## src/rtl/pipeline_pkg.sv

```systemverilog
// Types and constants shared by the pipeline stages.
// The MEM stage FSM states and the data-memory geometry defaults live here.
package pipeline_pkg;

  localparam int MEM_ADDR_BASE = 1024;
  localparam int WORD_W        = 32;

  typedef enum logic [1:0] {
    IDLE = 2'd0,
    BUSY = 2'd1,
    DONE = 2'd2
  } mem_state_e;

endpackage

```

## src/rtl/data_mem_array.sv

```systemverilog
// Word-wide data memory: synchronous write, asynchronous read.
// Contents are never reset, so they survive a pipeline reset.
module data_mem_array
  import pipeline_pkg::*;
#(
  parameter int DEPTH = 64,
  parameter int IDX_W = $clog2(DEPTH)
) (
  input  logic              clk,
  input  logic              we_i,
  input  logic [IDX_W-1:0]  widx_i,
  input  logic [WORD_W-1:0] wdata_i,
  input  logic [IDX_W-1:0]  ridx_i,
  output logic [WORD_W-1:0] rdata_o
);

  logic [WORD_W-1:0] mem [DEPTH];

  always_ff @(posedge clk) begin
    if (we_i) mem[widx_i] <= wdata_i;
  end

  assign rdata_o = mem[ridx_i];

endmodule

```

## src/rtl/mem_stage_sram.sv

```systemverilog
// MEM pipeline stage in front of a slow SRAM. Each access spends WAIT_CYCLES in BUSY,
// holding ready low so the whole pipeline freezes until the DONE cycle.
module mem_stage_sram
  import pipeline_pkg::*;
#(
  parameter int ADDR_BASE   = MEM_ADDR_BASE,
  parameter int DEPTH       = 64,
  parameter int WAIT_CYCLES = 5
) (
  input  logic              clk,
  input  logic              rst,
  input  logic              MEM_R_EN,
  input  logic              MEM_W_EN,
  input  logic [WORD_W-1:0] ALU_result,
  input  logic [WORD_W-1:0] ST_value,
  output logic [WORD_W-1:0] rd_data,
  output logic              ready,
  output logic              addr_err
);

  localparam int         IDX_W    = $clog2(DEPTH);
  localparam logic [3:0] CNT_INIT = 4'(WAIT_CYCLES - 1);

  mem_state_e        state_q;
  logic [3:0]        cnt_q, cnt_d;
  logic [WORD_W-1:0] addr_q, data_q, rd_data_q;
  logic              st_q, addr_err_q;

  logic              req;
  logic [WORD_W-1:0] off;
  logic [IDX_W-1:0]  idx;
  logic              illegal, last_busy, mem_we;
  logic [WORD_W-1:0] mem_rdata;

  assign req = MEM_R_EN | MEM_W_EN;

  // Decode works on the latched address so a changing bus cannot disturb the access.
  assign off     = addr_q - WORD_W'(ADDR_BASE);
  assign idx     = off[IDX_W+1:2];
  assign illegal = (addr_q < WORD_W'(ADDR_BASE)) || ((off >> 2) >= WORD_W'(DEPTH)) ||
                   (addr_q[1:0] != 2'b00);

  assign cnt_d     = cnt_q - 4'd1;
  assign last_busy = (state_q == BUSY) && (cnt_q == 4'd0);
  assign mem_we    = last_busy && st_q && !illegal;

  data_mem_array #(.DEPTH(DEPTH)) u_mem (
    .clk     (clk),
    .we_i    (mem_we),
    .widx_i  (idx),
    .wdata_i (data_q),
    .ridx_i  (idx),
    .rdata_o (mem_rdata)
  );

  always_ff @(posedge clk or negedge rst) begin
    if (!rst) begin
      state_q    <= IDLE;
      cnt_q      <= 4'd0;
      addr_q     <= '0;
      data_q     <= '0;
      st_q       <= 1'b0;
      rd_data_q  <= '0;
      addr_err_q <= 1'b0;
    end else begin
      case (state_q)
        IDLE: begin
          addr_err_q <= 1'b0;
          if (req) begin
            addr_q  <= ALU_result;
            data_q  <= ST_value;
            st_q    <= MEM_W_EN;   // store wins when both enables are high
            cnt_q   <= CNT_INIT;
            state_q <= BUSY;
          end
        end
        BUSY: begin
          if (cnt_q == 4'd0) begin
            state_q <= DONE;
            if (illegal) begin
              rd_data_q  <= '0;
              addr_err_q <= 1'b1;
            end else if (!st_q) begin
              rd_data_q  <= mem_rdata;
            end
          end else begin
            cnt_q <= cnt_d;
          end
        end
        DONE: begin
          // Requests are ignored here so a held enable cannot retrigger.
          state_q    <= IDLE;
          addr_err_q <= 1'b0;
        end
        default: state_q <= IDLE;
      endcase
    end
  end

  assign ready    = !rst || ((state_q == IDLE) && !req) || (state_q == DONE);
  assign rd_data  = rd_data_q;
  assign addr_err = addr_err_q;

endmodule

```

## config.mk

```make
export PLATFORM = sky130hd
export DESIGN_NAME = mem_stage_sram
export DESIGN_NICKNAME = d
export VERILOG_FILES = /design/src/rtl/pipeline_pkg.sv /design/src/rtl/data_mem_array.sv /design/src/rtl/mem_stage_sram.sv
export SDC_FILE = /design/constraint.sdc
export NUM_CORES = 2
export LEC_CHECK = 0
export CAP_MARGIN = 20
export CORE_ASPECT_RATIO = 0.9
export CORE_UTILIZATION = 55
export CTS_BUF_LIST = sky130_fd_sc_hd__clkbuf_4
export CTS_CLUSTER_DIAMETER = 50
export DETAILED_ROUTE_END_ITERATION = 12
export DONT_BUFFER_PORTS = 1
export PLACE_DENSITY = 0.66
export SYNTH_ARGS = -nofsm -noshare
export SYNTH_HDL_FRONTEND = slang
export SYNTH_SLANG_ARGS = --single-unit
```

## constraint.sdc

```tcl
create_clock -name clk -period 5 [get_ports clk]
set_input_delay 0.5 -clock clk [delete_from_list [all_inputs] [get_ports clk]]
set_output_delay 0.5 -clock clk [all_outputs]
set_load 0.005 [all_outputs]
```

==> results.txt <==
The count of nets left with antenna violations once routing finished came out at 0. The routed layout has 51,700 vias. The final instance area is 0.0958 mm², and the share of layout cells above drive strength 1 is 0.285. For the CTS buffer count, the log shows 554. The all-layer global routing usage was 0.356.

Area added between synthesis and finish: 14.7%. Setup repair after global routing left no endpoint under its margin. The mean instance size in the synthesized netlist works out to 18.2 µm². The Yosys step of the flow raised 0 warnings. At the worst endpoint, the arrival time is 4.90 ns. The placed instances occupy a cell area of 0.0870 mm². After routing, the total negative slack on setup checks comes to 0 ns. The count of cells along the worst register-to-register path is 8, and the transition time at the pin with the least slew margin is 1.15 ns. The tools report the count of standard-cell rows as 135. The worst hold path belongs to the class input pin to register.

The tools report the starting utilization of the core area as 0.554. Summing every instance area after synthesis gives 0.0834 mm². The worst clock skew came out at 0.107 ns. The worst hold path passes through 4 cells. In this run the critical register-to-register path is captured at u_mem.mem[21][24].

The port buffer count is 0. From left edge to right edge, the die measures 413 µm. The fraction of the cycle the final worst path needs was 0.781. Counting flops and latches in the post-synthesis netlist gives 2,152. STA classifies the critical path endpoint as a register. The number of clock sinks was 2,152. 102 I/O pins were placed.

After the last flow step, the layout net total stands at 5,392. The first-pass GRT wire length came out at 377,000 µm. Before CTS, the worst setup slack after placement is 1.31 ns. Most common cell after layout, fill and taps aside: sky130_fd_sc_hd__edfxtp_1. The run gives 273,000 µm as the aggregate routed wire length. Before antenna repair, the detailed router went through 8 iterations. After global routing the overflow that remains totals 0. For this run, design rule violations remaining after detail routing come to 0. In the layout the commonest cells are sky130_fd_sc_hd__edfxtp_1, sky130_fd_sc_hd__clkbuf_4, sky130_fd_sc_hd__o22ai_1, sky130_fd_sc_hd__nand2_1, sky130_fd_sc_hd__buf_4. Setup violations remaining at the end of the flow were counted as 0.

The tools report the cell at the root of the clock tree as sky130_fd_sc_hd__clkbuf_4. The worst register-to-register path begins at addr_q[31]. In this run the power density over the cells is 596 mW/mm². At the later pin of the worst-skew pair, clock insertion delay measures 1.36 ns.

VDD sags by at most 572 µV. Of all nets on the critical path, the largest fanout is 20. The HPWL after detailed placement was 161,000 µm.

The tools report the setup slack on the worst flop-to-flop path as 1.09 ns. The async set-reset flop share out of synthesis works out to 0.0483. The class of the most critical setup path is register to register. The kind of start point of the critical path is a register. The die boundary height came out at 372 µm. Minimum clock period: 3.91 ns.

The gate count after technology mapping came out at 4,597. The worst relative slew slack was 0.233. In this run the most critical hold path is launched from MEM_R_EN. The netlist uses 98 different library cells.

The sequential cell area fraction in the yosys report is 0.768. The run gives 4,666 as the net count after synthesis. The peak clock frequency supported by timing came out at 256 MHz. The run gives 0.919 as the weighted congestion at the end of routability-driven global placement. Setup slack on the critical path of the routed design comes to 1.09 ns. The post-CTS clock slew at the launch and capture registers of the worst setup and hold paths is 0.11 ns. The tools report the worst endpoint required time as 5.99 ns.

The floorplan step defined a die boundary enclosing 0.153 mm². The logs give 0 for the number of hold violations in the final report and 6 for the number of antenna violations at the first check in global routing. In the routed layout, each cell is associated on average with a via count of 6.73. The final routed wire length divided by cell count was 35.6 µm; the clock tree buffer depth was 4. The number of global-route vias before repair was 49,800; the detailed router's first-iteration violation count was 7,481.

In the synthesized netlist the dominant register cell turns out to be sky130_fd_sc_hd__edfxtp_1. The largest net degree at the start of global routing was 105; the H-tree depth was 6. The region available for standard cell placement spans 0.151 mm².

Counting flops with a built-in enable in the synthesized netlist gives 2,048. The run finished with clean final reports. The end point of the most critical hold path is state_q[0]. In this run the static leakage power is 31.7 nW.

The logs give 0 for the number of pins exceeding their max-slew limit in the final report and 0 for the max capacitance violation total. TritonCTS built the clock tree.
-- layout make-up --
| type | instances | area [µm²] |
|---|---|---|
| Sequential cell | 2152 | 64200 |
| Fill cell | 10500 | 54800 |
| Multi-Input combinational cell | 2127 | 17700 |
| Clock buffer | 805 | 6040 |
| Timing Repair Buffer | 475 | 4660 |
| Tap cell | 1986 | 2480 |
| Clock inverter | 104 | 627 |
| Inverter | 13 | 55.1 |
| Antenna cell | 9 | 22.5 |
-- registers in the layout, indices dropped and copies added, names as in the netlist --
name,cells
cnt_q,4
u_mem.mem,2048
addr_err,1
rd_data,32
data_q,32
addr_q,32
st_q,1
state_q,2
-- cell families after synthesis --
kind of cell / share of synthesized area
muxes: 0.0914
adders and majority gates: 0.000150
xor gates and xnor gates: 0.000210
DFF: 0.768
and+or+nand+nor: 0.0318
AOI/OAI and AO/OA: 0.0810
buffers and inverters: 0.0271
-- repair_timing --
item,CTS,global route
buffers inserted,0,0
endpoints found under the hold margin,174,0
hold buffers,199,0
resized for setup,0,0
-- cells in the mapped netlist, types with 8 or more instances --
cell,n,area share
sky130_fd_sc_hd__a2bb2oi_1,19,0.0020
sky130_fd_sc_hd__a32o_1,12,0.0014
sky130_fd_sc_hd__dfrtp_1,104,0.031
sky130_fd_sc_hd__o211ai_1,8,0.00072
sky130_fd_sc_hd__o2111ai_1,9,0.00094
sky130_fd_sc_hd__o21a_1,8,0.00072
sky130_fd_sc_hd__mux4_1,10,0.0031
sky130_fd_sc_hd__mux4_2,136,0.037
sky130_fd_sc_hd__mux2i_1,178,0.021
sky130_fd_sc_hd__mux2_2,223,0.030
sky130_fd_sc_hd__a22o_1,12,0.0013
sky130_fd_sc_hd__nand2_1,308,0.014
sky130_fd_sc_hd__inv_1,12,0.00054
sky130_fd_sc_hd__buf_12,16,0.0038
sky130_fd_sc_hd__a211o_1,9,0.00094
sky130_fd_sc_hd__or3_1,11,0.00082
sky130_fd_sc_hd__a22oi_1,44,0.0040
sky130_fd_sc_hd__buf_1,14,0.00063
sky130_fd_sc_hd__edfxtp_1,2048,0.74
sky130_fd_sc_hd__buf_6,54,0.0073
sky130_fd_sc_hd__o31ai_1,16,0.0014
sky130_fd_sc_hd__o22a_1,29,0.0030
sky130_fd_sc_hd__buf_4,46,0.0041
sky130_fd_sc_hd__a221oi_1,30,0.0031
sky130_fd_sc_hd__nor2_1,147,0.0066
sky130_fd_sc_hd__buf_2,108,0.0065
sky130_fd_sc_hd__nor3_1,22,0.0013
sky130_fd_sc_hd__clkbuf_1,56,0.0025
sky130_fd_sc_hd__o21ai_0,113,0.0068
sky130_fd_sc_hd__nor4_1,16,0.0012
sky130_fd_sc_hd__o221ai_1,122,0.013
sky130_fd_sc_hd__a211oi_1,25,0.0022
sky130_fd_sc_hd__a21oi_1,143,0.0086
sky130_fd_sc_hd__nor2b_1,13,0.00097
sky130_fd_sc_hd__o22ai_1,318,0.024
sky130_fd_sc_hd__nand3_1,17,0.0010
sky130_fd_sc_hd__nand2b_1,10,0.00075
-- power breakdown --
part	total (mW)	switching, mW	leakage [nW]	internal, mW
Combinational	17.5	11.9	7.81	5.62
Clock	14.8	7.02	4.02	7.79
Sequential	24.7	2.23	19.8	22.5
-- layer usage --
layer,routed length (µm),up-vias,track usage
li1,-,20500,-
met1,97300,26100,0.479
met2,123000,4319,0.525
met3,35700,760,0.0995
met4,16900,4,0.205
met5,31,-,0
-- worst max-delay path, cell delays in order, from the launching register on --
cell and delay, ns:
sky130_fd_sc_hd__dfrtp_1 0.49, sky130_fd_sc_hd__nor4_1 0.50, sky130_fd_sc_hd__and4_1 0.35, sky130_fd_sc_hd__o211a_1 0.24
sky130_fd_sc_hd__and3_1 0.68, sky130_fd_sc_hd__nand2_1 0.25, sky130_fd_sc_hd__buf_4 0.28, sky130_fd_sc_hd__nor2_4 0.44
sky130_fd_sc_hd__buf_12 0.26
-- per-stage QoR --
step                      hold slack [ns]  utilization  power [mW]  cells
final                               0.415        0.636        57.1   7671
after floorplan                     0.204            -        33.4   4597
after global placement              0.208        0.578        41.1   6553
after detailed placement            0.207        0.578        41.3   6554
after CTS                           0.292        0.636        56.5   7662
after global routing                0.369        0.636        58.3   7669
-- worst max path at each step --
stage | start | endpoint | slack [ns] | cells after the start
floorplan | addr_q[6] | u_mem.mem[0][0] | 1.50 | 6
global placement | addr_q[4] | rd_data[9] | 1.23 | 7
detailed placement | addr_q[26] | u_mem.mem[21][1] | 1.31 | 8
CTS | addr_q[26] | u_mem.mem[21][24] | 1.26 | 8
global route | addr_q[26] | u_mem.mem[21][24] | 1.11 | 8
finish | addr_q[31] | u_mem.mem[21][24] | 1.09 | 8
(Power assumes the default switching activity.)
